<file path="src/rtl/pad_poll_sequencer.sv">
// Latch/pulse poll sequencer for a serial shift-register button pad.
// Frames start on a periodic tick or on request and are published through valid/ready.
module pad_poll_sequencer #(
  parameter int NUM_BITS     = 8,
  parameter int POLL_PERIOD  = 833333,
  parameter int LATCH_CYCLES = 600,
  parameter int HALF_CYCLES  = 300
) (
  input  logic                clk,
  input  logic                rst,
  input  logic                data,
  input  logic                poll_req,
  output logic                latch,
  output logic                pulse,
  output logic [NUM_BITS-1:0] buttons,
  output logic                buttons_valid,
  input  logic                buttons_ready,
  output logic                busy,
  output logic                overrun
);

  localparam int CMAX = (LATCH_CYCLES > HALF_CYCLES) ? LATCH_CYCLES : HALF_CYCLES;
  localparam int CW   = (CMAX > 1) ? $clog2(CMAX) : 1;
  localparam int PW   = (POLL_PERIOD > 1) ? $clog2(POLL_PERIOD) : 1;
  localparam int BW   = (NUM_BITS > 1) ? $clog2(NUM_BITS) : 1;

  localparam logic [CW-1:0] LATCH_LAST = CW'(LATCH_CYCLES - 1);
  localparam logic [CW-1:0] HALF_LAST  = CW'(HALF_CYCLES - 1);
  localparam logic [PW-1:0] PERIOD_LAST = PW'(POLL_PERIOD - 1);
  localparam logic [BW-1:0] BIT_LAST   = BW'(NUM_BITS - 1);

  typedef enum logic [2:0] {IDLE, LATCH, LOW, HIGH, DONE} state_t;

  state_t              state;
  logic [1:0]          sync;
  logic [PW-1:0]       pcount;
  logic [CW-1:0]       cnt;
  logic [BW-1:0]       bidx;
  logic [NUM_BITS-1:0] sr;
  logic                pending;
  logic                tick;
  logic                trig;

  assign tick = (pcount == PERIOD_LAST);
  assign trig = tick || poll_req || pending;

  always_ff @(posedge clk) begin
    if (rst) begin
      state         <= IDLE;
      sync          <= 2'b11;
      pcount        <= '0;
      cnt           <= '0;
      bidx          <= '0;
      sr            <= '1;
      pending       <= 1'b0;
      latch         <= 1'b0;
      pulse         <= 1'b0;
      buttons       <= '1;
      buttons_valid <= 1'b0;
      busy          <= 1'b0;
      overrun       <= 1'b0;
    end else begin
      sync    <= {sync[0], data};
      pcount  <= tick ? '0 : pcount + 1'b1;
      overrun <= 1'b0;
      if (buttons_valid && buttons_ready) buttons_valid <= 1'b0;
      // Requests while a frame runs collapse into one deferred poll.
      if (state != IDLE && (tick || poll_req)) pending <= 1'b1;

      case (state)
        IDLE: begin
          if (trig) begin
            state   <= LATCH;
            latch   <= 1'b1;
            busy    <= 1'b1;
            pending <= 1'b0;
            cnt     <= '0;
          end
        end
        LATCH: begin
          if (cnt == LATCH_LAST) begin
            state <= LOW;
            latch <= 1'b0;
            cnt   <= '0;
            bidx  <= '0;
          end else begin
            cnt <= cnt + 1'b1;
          end
        end
        LOW: begin
          if (cnt == HALF_LAST) begin
            // Sample at the end of the low phase, the latest point the pad data is stable.
            sr  <= {sr[NUM_BITS-2:0], sync[1]};
            cnt <= '0;
            if (bidx == BIT_LAST) begin
              state <= DONE;
            end else begin
              state <= HIGH;
              pulse <= 1'b1;
            end
          end else begin
            cnt <= cnt + 1'b1;
          end
        end
        HIGH: begin
          if (cnt == HALF_LAST) begin
            state <= LOW;
            pulse <= 1'b0;
            bidx  <= bidx + 1'b1;
            cnt   <= '0;
          end else begin
            cnt <= cnt + 1'b1;
          end
        end
        DONE: begin
          state         <= IDLE;
          busy          <= 1'b0;
          buttons       <= sr;
          buttons_valid <= 1'b1;
          overrun       <= buttons_valid && !buttons_ready;
        end
        default: begin
          state <= IDLE;
          latch <= 1'b0;
          pulse <= 1'b0;
          busy  <= 1'b0;
        end
      endcase
    end
  end

endmodule

</file>
<file path="config.mk">
export PLATFORM = sky130hd
export DESIGN_NAME = pad_poll_sequencer
export DESIGN_NICKNAME = d
export VERILOG_FILES = /design/src/rtl/pad_poll_sequencer.sv
export SDC_FILE = /design/constraint.sdc
export NUM_CORES = 1
export LEC_CHECK = 0
export CORE_ASPECT_RATIO = 1.2
export CORE_MARGIN = 1.5
export CORE_UTILIZATION = 49
export CTS_BUF_LIST = sky130_fd_sc_hd__clkbuf_8 sky130_fd_sc_hd__clkbuf_16
export DETAILED_ROUTE_END_ITERATION = 12
export PLACE_DENSITY = 0.66
export SYNTH_ARGS = -nofsm -noshare
export SYNTH_HDL_FRONTEND = slang
export SYNTH_SLANG_ARGS = --single-unit
</file>
<file path="constraint.sdc">
create_clock -name clk -period 5.8 [get_ports clk]
set_clock_uncertainty 0.1 [all_clocks]
set_input_delay 0.87 -clock clk [delete_from_list [all_inputs] [get_ports clk]]
set_output_delay 0.87 -clock clk [all_outputs]
set_load 0.01 [all_outputs]
</file>
== After elaboration in Yosys (flattened, before gate mapping) ==
Index checks and enable logic that the tools add are counted.

* Add/subtract/negate cells: 3
* Multiply operators: 0
* Div/mod/pow operators: 0
* Order comparisons: 0
* Equal/unequal tests: 13
* Shifts and indexed selects: 0
* Multiplexer cells: 26
* Bitwise operators: 4
* Reductions and logical operators: 24

{| class="wikitable"
|+ Operators by type and width
! operator !! count
|-
| 2-to-1 mux 10 bit || 3
|-
| one-hot mux 10 bit (3 select lines) || 1
|-
| 2-to-1 mux 3 bit || 7
|-
| adder 20 x 1 -> 20 bit (second input constant) || 1
|-
| == test 20 bit (second input constant) || 1
|-
| one-hot mux 3 bit (4 select lines) || 1
|-
| adder 10 x 1 -> 10 bit (second input constant) || 1
|-
| == test 10 bit (second input constant) || 1
|-
| == test 10 x 9 -> 1 bit (second input constant) || 1
|-
| 2-to-1 mux 1 bit || 10
|-
| != test 2 bit (second input constant) || 5
|-
| OR reduction 3 bit || 3
|-
| AND reduction 4 bit || 2
|-
| == test 3 x 2 -> 1 bit (second input constant) || 2
|-
| == test 3 bit (second input constant) || 2
|-
| one-hot mux 1 bit (3 select lines) || 2
|-
| one-hot mux 3 bit (2 select lines) || 1
|-
| AND reduction 2 bit || 3
|-
| AND reduction 3 bit || 2
|-
| nonzero test 3 bit || 2
|-
| OR reduction 2 bit || 3
|-
| inverter 1 bit || 4
|-
| nonzero test 2 bit || 2
|-
| adder 3 x 1 -> 3 bit (second input constant) || 1
|-
| other kinds (6) || 9
|}

* Register bits: 60
* Bits in latches: 0
* RAM bits: 0
* Bits in read-only memories: 0
* Bits of input ports: 5
* Output and inout port bits: 13
* Word-level logic and storage cells: 83
* Memories: 0

== Depth between registers and ports, before layout ==
Gate-level depths: netlist of run 1.

* Word-level depth: 6
* Gate-level depth with buffers: 7
* Gate-level depth less buffers: 6

== Least setup slack after synthesis of run 1 ==
Ideal clock, no wire load.

* Path type: in2reg
* From: input rst
* To: register cnt[2]
* Setup time: 120 ps
* Data arrival time: 1979 ps
* Path slack: 3601 ps
* Cell stages on the path: 6
* Path buffers: 1
* Cells stage by stage: buf_2 nor2_1 and3_1 a22oi_2 nor3b_1 a211o_2

{| class="wikitable"
|+ RTL lines
! item !! line !! text
|-
| start, declared || 10 || <nowiki>input logic rst,</nowiki>
|-
| end signal, assigned || 87 || <nowiki>cnt <= cnt + 1'b1;</nowiki>
|-
| end signal, assigned || 102 || <nowiki>cnt <= cnt + 1'b1;</nowiki>
|-
| end signal, assigned || 112 || <nowiki>cnt <= cnt + 1'b1;</nowiki>
|-
| end, declared || 37 || <nowiki>logic [CW-1:0] cnt;</nowiki>
|}

==> results of run 1 <==
[registers in the layout, summed over array words and instances (netlist names), 2 cells and up]
register	count
pcount	20
cnt	10
buttons	8
sr	8
bidx	3
state	3
sync	2
[final timing paths]
check,from,endpoint,slack (ps),cells past startpoint
setup / recovery,rst,cnt[2],3120,7
hold / removal,sync[0],sync[1],320,1
setup reg to reg,cnt[0],cnt[9],3390,6
hold reg to reg,sync[0],sync[1],320,1
[per-stage QoR]
step / worst slack, ps / cell area (µm²) / hold WS (ps)
2_1_floorplan: 3600 / 2730 / 289
3_3_place_gp: 2760 / 2930 / 295
3_5_place_dp: 2760 / 2930 / 304
4_1_cts: 3120 / 3130 / 320
5_1_grt: 2960 / 3130 / 361
6_report: 3120 / 3130 / 320
[placed cells by master, fill, tap and decap left out, types with 4 or more instances in the layout]
cell | netlist | final
a211o_1 | 16 | 16
a21oi_1 | 5 | 5
and2_1 | 4 | 4
and3_1 | 11 | 11
clkbuf_8 | 0 | 10
clkdlybuf4s50_1 | 0 | 17
dfxtp_1 | 60 | 60
ha_1 | 5 | 5
inv_1 | 10 | 10
nand2_1 | 21 | 21
nand2b_1 | 6 | 6
nand3_1 | 11 | 11
nand4_1 | 6 | 6
nor2_1 | 34 | 34
nor2b_1 | 8 | 8
nor3_1 | 14 | 14
nor3b_1 | 6 | 6
o21ai_0 | 4 | 4
or2_2 | 4 | 4
xnor2_1 | 15 | 15
xor2_1 | 5 | 5
[power breakdown]
group          total (mW)  internal, mW  switching [mW]
combinational       0.121        0.0476          0.0737
sequential          0.456         0.432          0.0239
clock               0.376         0.209           0.167
total               0.953         0.688           0.265
[routing by layer]
layer	GRT usage (%)	wire [µm]
met3	4.51	175
met4	9.95	122
met1	22.4	2350
met5	0	0
met2	29.4	2280
[logic make-up (layout without fill, tap and decap cells)]
kind of cell	Yosys count	count (layout)	synth area share, %
compound gates	45	45	14.1
flops	60	60	43.9
xor+xnor	20	20	6.41
buf+inv	22	44	3.48
mux	2	2	0.778
simple gates	141	141	29.1
fa+ha+maj	5	5	2.29
[layout make-up]
type                       instances  area (µm²)  share of cell area [%]
multi-input combinational        213        1440                    45.9
sequential                        60        1200                    38.3
timing repair buffer              18         178                    5.67
clock buffer                      10         138                    4.39
tap                               62        77.6                    2.48
clock inverter                     6        63.8                    2.04
inverter                          10        37.5                    1.20
==> impl_results.md, run 1 <==
- Buffers on Ports: 17
- DRC: 0
- Core area: 5330 µm²
- PD cells: 304 nW/µm²
- Fillers: 478
- CTS tree: built
- Post-synth top area share: 43.9%
- CP required: 5930 ps
- Global-route wire length before repair: 8860 µm
- Syn avg cell area: 9.27 µm²
- Post-synth EDFFs: 0
- Peak Freq: 374 MHz
- CP Class: primary input to flip-flop
- Slowest-stage cell, CP: clkdlybuf4s50_1
- Post-Place Cells: 363
- Routed Antenna Nets: 0
- Nets: 322
- DRT iter0 DRCs: 138
- Clk slew on worst S/H paths: 70 ps
- Sequential area share after synthesis: 43.9%
- N_diodes: 0
- CTS Buf Count: 9
- Startpoint types: primary input
- Num Clock Sinks: 60
- Tot GR Track Use: 18.3%
- Post_cts resized: 0
- Setup TNS: 0 ps
- Hold Vio Cnt, Final: 0
- Post-Syn Nets: 305
- Post-layout min period: 2680 ps
- Share of cells above drive strength 1: 12.6%
- Crit path capture type: flip-flop
- Final setup fails: 0
- Layout area overhead: 14.6%
- Top post-synthesis cells by area: dfxtp_1 44%, a211o_1 5.1%, xnor2_1 4.8%
- Post-DR vias/cell: 5.51
- RSZ-0062 raised after global routing: false
- Cell family with most CP delay: buffers and inverters
- Number of global-route vias before repair: 2038
- Cell taking the most area after synthesis: dfxtp_1
- Warnings, synthesis: 0
- CTS H-tree lvls: 3
- Power Total: 0.953 mW
- DRT Pass-1 Iters: 4
- Die W: 71.2 µm
- Pleak: 1.11 nW
- Mapped Area: 2730 µm²
- Asr flop ratio synth: 0%
- Max Cap Viol: 0
- Run status: completed
- Largest net degree at the start of global routing: 36
- DR WL/cell: 13.0 µm
- Final wirelength: 4930 µm
- Fin. max-slew vios: 0
- Effective utilization at floorplan: 51.3%
- Post-CTS Setup Bufs: 0
- Critical Path Max Stage Delay: 450 ps
- Grt total ovfl: 0
- Root buffer cell: clkbuf_8
- Fin crit share: 46.1%
- Cell breakdown of the critical path: clkdlybuf4s50_1, buf_4, nor2_1, and3_1, a22oi_2, nor3b_1, a211o_2
- Maximum vdd drop: 176 µV
- Clk_lat worst skew: 340 ps
- CTS max path bufs: 2
- FP Rows: 29
- Die area: 6040 µm²
- Routability Congestion: 0.765
- Initial antenna violation count: 0
- Cells after Synth: 295
- Vias: 2088
- Yosys cell types: 49
- Worst-path maximum fanout: 35
- Critical path buffers and inverters: 2
- DP HPWL: 3340 µm
- Top_reg_cell synth: dfxtp_1
- Final non-filler cell total: 379
- Slew HR: 42.1%
- Most common cell in the synthesized netlist: dfxtp_1
- Worst slew pin tran: 862 ps
- Hold buffers post-CTS: 0
- Synth Register Bits: 60
- Post-layout util: 58.7%
- Top cells by count, synth: 60 x dfxtp_1, 34 x nor2_1, 21 x nand2_1
- Die height: 84.8 µm
- Hold Path Class: flip-flop to flip-flop
- Top Ports: 18
- WP data arrival: 2800 ps
(Power assumes the default switching activity.)
==> run 2: changes to the inputs <==
Settings changed: PLACE_DENSITY 0.66 to 0.69.
Clock period 5.8 ns to 2.36 ns, I/O delays scaled along.
==> run 2 against run 1 <==
Compared with the run above:
- via count grew 3.1%
- cell count grew 1.8%
- global-route usage grew 1.0 points
- non-clock buffer count grew 7
- utilization grew 1.5 points
- largest cell class unchanged
- flip-flop and latch count is the same
==> impl_results.md, run 2 (synthesis gave the netlist of run 1 again) <==
- Placed inst area: 2980 µm² (+1.5%)
- N_diodes: 0 (unchanged)
- Die height: 84.8 µm (unchanged)
- Power Total: 2.48 mW (+160%)
- Effective utilization at floorplan: 51.3% (unchanged)
- Root buffer cell: clkbuf_8
- R2R cell count: 6 (unchanged)
- Worst slew pin tran: 498 ps (-363 ps)
- Startpoint types: flip-flop
- Hold Path Class: flip-flop to flip-flop
- Pleak: 1.16 nW (+4.8%)
- FF+latch area: 1200 µm² (unchanged)
- Cell family with most CP delay: compound AO/OA/AOI/OAI gates
- Top Ports: 18 (unchanged)
- Final instance area: 3210 µm² (+2.6%)
- CP Class: flip-flop to flip-flop
- Global-route wire length before repair: 9320 µm (+5.2%)
- PD cells: 772 nW/µm² (+150%)
- Final worst setup slack: 258 ps (-2870 ps)
- Cell breakdown of the critical path: ha_1, nor4bb_1, nand3_1, a31oi_1, nor3_2, a221o_2
- R2R Setup Slk: 260 ps (-3130 ps)
- Routed Antenna Nets: 0 (unchanged)
- Grt total ovfl: 0 (unchanged)
- Routability Congestion: 0.762 (-0.37%)
- Run status: completed
- Slowest-stage cell, CP: dfxtp_1
- CP required: 2490 ps (-3440 ps)
- Most flops, register: pcount
- CTS max path bufs: 2 (unchanged)
- Clk slew on worst S/H paths: 70 ps (about the same)
- CTS tree: built
- Vias: 2152 (+3.1%)
- CTS Buf Count: 9 (unchanged)
- RSZ-0062 raised after global routing: false
- Worst-path maximum fanout: 7 (-80%)
- Largest net degree at the start of global routing: 35 (-2.8%)
- Hold Crit Start: sync[0]
- Hold Path End: sync[1]
- DP HPWL: 3460 µm (+3.4%)
- Nets: 329 (+2.2%)
- DRT iter0 DRCs: 128 (-7.2%)
- WP depth: 6 (-1)
- Final non-filler cell total: 386 (+1.8%)
- Fin. max-slew vios: 0 (unchanged)
- Post-layout min period: 2100 ps
- Tot GR Track Use: 19.3% (+1.0 points)
- DRC: 0 (unchanged)
- WP data arrival: 2230 ps (-570 ps)
- FF-to-FF End: cnt[9]
- Footprint of the multi-input gates: 1440 µm² (+0.35%)
- Share of cells above drive strength 1: 14.8% (+2.2 points)
- Final setup fails: 0 (unchanged)
- Number of global-route vias before repair: 2124 (+4.2%)
- Critical Path Max Stage Delay: 390 ps (-60 ps)
- Crit path capture type: flip-flop
- Setup TNS: 0 ps (unchanged)
- Hold buffers post-CTS: 0 (unchanged)
- Max Cap Viol: 0 (unchanged)
- Critical path buffers and inverters: 0 (-2)
- DRT Pass-1 Iters: 4 (unchanged)
- FP Rows: 29 (unchanged)
- Core area: 5330 µm² (unchanged)
- Maximum vdd drop: 457 µV (+160%)
- Fin crit share: 89.1%
- Initial antenna violation count: 0 (unchanged)
- Largest register FFs: 20 (unchanged)
- Hold Vio Cnt, Final: 0 (unchanged)
- Layout area overhead: 17.5%
- Worst hold path depth: 1 (unchanged)
- Num Clock Sinks: 60 (unchanged)
- Post-Place Cells: 369 (+1.7%)
- Slew HR: 66.5% (+24 points)
- Most frequent cells in the layout: 60 x dfxtp_1, 34 x nor2_1, 21 x nand2_1, 17 x clkdlybuf4s50_1, 16 x a211o_1
- Top flop regs: pcount (20), cnt (10)
- Dpl ws: -42.7 ps (-2800 ps)
- Fillers: 477 (-0.21%)
- Die area: 6040 µm² (unchanged)
- Post-DR vias/cell: 5.58 (+1.2%)
- Final wirelength: 5090 µm (+3.3%)
- Die W: 71.2 µm (unchanged)
- Clk_lat worst skew: 340 ps (about the same)
- Peak Freq: 476 MHz
- DR WL/cell: 13.2 µm (+1.4%)
- Commonest non-fill, non-tap cell in the layout: dfxtp_1
- Reg2reg start: cnt[0]
- CTS H-tree lvls: 3 (unchanged)
- Buffers on Ports: 17 (unchanged)
## run 2: what timing repair did
item | 4_1_cts | 5_1_grt
pin swaps | 0 | 1
setup buffers | 0 | 1
resized for setup | 1 | 0
endpoints found under the setup margin | 7 | 1
## run 2: through the flow
step	hold slack, ps	util (%)
after CTS	313	60.1
after global routing	330	60.2
final	311	60.2
after global placement	292	55.8
after floorplan	289	-
after detailed placement	295	55.8
## run 2: worst max path at each step
stage                       from     end  slack [ps]
after CTS                 cnt[0]  cnt[2]         220
after global placement    cnt[0]  cnt[9]          70
after detailed placement  cnt[0]  cnt[9]         -40
final                     cnt[0]  cnt[9]         260
after floorplan           cnt[0]  cnt[9]         400
after global routing      cnt[0]  cnt[9]          60
## run 2: cell type report
cell class / instances / share of cell area, %
multi-input cells: 213 / 44.9
flip-flops and latches: 60 / 37.4
repair buffers: 25 / 7.17
clock buffers: 9 / 3.86
clock inverters: 7 / 3.12
well taps: 62 / 2.41
inverters: 10 / 1.17
## run 2: power breakdown
group	total [mW]	leakage (nW)	internal, mW	switching [mW]
clock network	1.03	0.114	0.601	0.431
logic	0.340	0.563	0.143	0.198
registers	1.11	0.486	1.06	0.0468
total	2.48	1.16	1.80	0.675
## run 2: per-layer routing
layer	routed length, µm	GRT usage [%]	share of wire, %	vias up
met5	0	0	0	-
met2	2390	31.4	47	35
li1	-	-	-	1100
met3	208	6.06	4.1	11
met4	111	9.09	2.2	0
met1	2380	23.1	47	1006
==> run 3: changes to the inputs <==
Settings changed: CORE_UTILIZATION 49 to 30, PLACE_DENSITY 0.69 to 0.46, SETUP_SLACK_MARGIN set to 0.05.
==> run 3 against run 2 <==
Compared with the run above:
- cell count is 15% higher
- register-to-register slack about the same
- largest power group unchanged
- combinational power is 4% higher
- via count stayed put
==> impl_results.md, run 3 (synthesis gave the netlist of run 1 again) <==
- Clk_lat worst skew: 340 ps (about the same)
- CTS Buf Count: 9 (unchanged)
- Final non-filler cell total: 445 (+15%)
- Die height: 108 µm (+27%)
- Max Cap Viol: 0 (unchanged)
- Clk slew on worst S/H paths: 80 ps (about the same)
- Top flop regs: pcount (20), cnt (10)
- Post-Place Cells: 428 (+16%)
- Worst-path maximum fanout: 7 (unchanged)
- Cell family with most CP delay: simple AND/OR/NAND/NOR gates
- Fin crit share: 89.2% (+0.16 points)
- Buffers on Ports: 17 (unchanged)
- Hold Path Class: flip-flop to flip-flop
- Comb pwr share: 14.1% (+0.4 points)
- PD cells: 753 nW/µm² (-2.4%)
- DRT iter0 DRCs: 99 (-23%)
- Grt total ovfl: 0 (unchanged)
- DRC: 0 (unchanged)
- Cell breakdown of the critical path: ha_1, and3_1, a31oi_1, a31oi_1, nor3_2, mux2_2
- Commonest non-fill, non-tap cell in the layout: dfxtp_1
- WP data arrival: 2280 ps (+50 ps)
- Hold Vio Cnt, Final: 0 (unchanged)
- Critical Path Max Stage Delay: 410 ps (+20 ps)
- Fillers: 922 (+93%)
- CP most frequent cell: a31oi_1
- Slowest-stage cell, CP: nor3_2
- CTS H-tree lvls: 3 (unchanged)
- DR WL/cell: 12.8 µm (-3.1%)
- CTS max path bufs: 2 (unchanged)
- Sw Share: 27.5% (+0.24 points)
- Core area: 8700 µm² (+63%)
- Peak Freq: 475 MHz (-0.18%)
- Root buffer cell: clkbuf_8
- Largest net degree at the start of global routing: 25 (-29%)
- N_diodes: 0 (unchanged)
- Sequential share of power: 44.6% (about the same)
- Share of cells above drive strength 1: 16.2% (+1.3 points)
- CP required: 2540 ps (+50 ps)
- Layout area overhead: 21.3%
- Final wirelength: 5680 µm (+12%)
- Startpoint types: flip-flop
- Routability Congestion: 0.733 (-3.8%)
- Reg2reg start: cnt[0]
- DRT Pass-1 Iters: 4 (unchanged)
- Critical path buffers and inverters: 0 (unchanged)
- Fin. max-slew vios: 0 (unchanged)
- Run status: completed
- Num Clock Sinks: 60 (unchanged)
- DP HPWL: 3950 µm (+14%)
- Post-DR vias/cell: 4.84 (-13%)
- WP depth: 6 (unchanged)
- R2R Setup Slk: 250 ps (about the same)
- RSZ-0062 raised after global routing: false
- CP Class: flip-flop to flip-flop
- Top Ports: 18 (unchanged)
- Cell Int Power: 1.81 mW (+0.42%)
- Clock power frac: 41.3% (-0.3 points)
- Post-layout min period: 2110 ps (+3.88 ps)
- Routed Antenna Nets: 0 (unchanged)
- Maximum vdd drop: 296 µV (-35%)
- FF-to-FF End: cnt[0]
- Footprint of the multi-input gates: 1450 µm² (+0.43%)
- Crit path from: cnt[0]
- Pleak: 1.18 nW (+1.2%)
- Crit path to: cnt[0]
- Effective utilization at floorplan: 31.4% (-20 points)
- Tot GR Track Use: 12.6% (-6.7 points)
- Slew HR: 64.1% (-2.4 points)
- Largest register FFs: 20 (unchanged)
- Die W: 90.1 µm (+27%)
- Power Total: 2.50 mW (+0.76%)
- Initial antenna violation count: 0 (unchanged)
- CTS tree: built
- Min Hold Slack: 314 ps (+2.42 ps)
- Die area: 9700 µm² (+61%)
- FP Rows: 37 (+28%)
- Number of global-route vias before repair: 2033 (-4.3%)
- Crit path capture type: flip-flop
- Worst slew pin tran: 539 ps (+40.8 ps)
- FF+latch area: 1200 µm² (unchanged)
- Nets: 333 (+1.2%)
- Vias: 2152 (unchanged)
- Setup TNS: 0 ps (unchanged)
- Final setup fails: 0 (unchanged)
- Most flops, register: pcount
- R2R cell count: 6 (unchanged)
- Most frequent cells in the layout: 60 x dfxtp_1, 34 x nor2_1, 21 x nand2_1, 17 x clkdlybuf4s50_1, 16 x a211o_1
- Global-route wire length before repair: 9700 µm (+4.1%)
- Switch Pwr: 0.687 mW (+1.6%)
[run 3: cell count changes in the layout (fill, tap and decap cells not counted)]
cell        change
buf_4           +4
nor4bb_1        -1
clkinvlp_4      +1
nor4bb_2        +1
clkinv_4        -1
[run 3: routing by layer]
layer / share of wire [%] / GRT usage, %
met5: 0 / 0
met4: 1.8 / 6.46
met3: 3.3 / 3.46
met2: 46 / 20.3
met1: 49 / 15.4
[run 3: worst min-delay path by stage]
stage | startpoint | endpoint | slack, ps | cells after the start
detailed placement | sync[0] | sync[1] | 300 | 1
finish | sync[0] | sync[1] | 310 | 1
global route | sync[0] | sync[1] | 330 | 1
floorplan | sync[0] | sync[1] | 290 | 1
CTS | sync[0] | sync[1] | 320 | 1
global placement | sync[0] | sync[1] | 290 | 1
[run 3: power by group through the flow]
| stage | Combinational, mW | Sequential [mW] | Clock (mW) |
|---|---|---|---|
| CTS | 0.350 | 1.11 | 1.08 |
| floorplan | 0.227 | 1.12 | 0 |
| global route | 0.392 | 1.12 | 1.12 |
| detailed placement | 0.344 | 1.14 | 0 |
| global placement | 0.344 | 1.14 | 0 |
| finish | 0.352 | 1.11 | 1.03 |
[run 3: metrics by stage]
step / cell area, µm² / utilization (%) / setup WS, ps
after floorplan: 2730 / - / 403
after global placement: 3080 / 35.3 / 49.1
after detailed placement: 3080 / 35.3 / -39.0
after CTS: 3300 / 38.0 / 162
after global routing: 3320 / 38.1 / 67.7
final: 3320 / 38.1 / 254
[run 3: what timing repair did]
action / 4_1_cts / 5_1_grt
pin swaps: 0 / 1
buffers inserted: 0 / 1
endpoints found under the setup margin: 7 / 6
resized for setup: 1 / 1
hold buffers: 0 / 0
[run 3: layout make-up]
class                   instances  area share [%]
multi-input cells             213            43.7
inverters                      10            1.13
repair buffers                 29            7.85
clock buffers                   9            3.73
well taps                     117            4.41
clock inverters                 7            2.98
flip-flops and latches         60            36.2
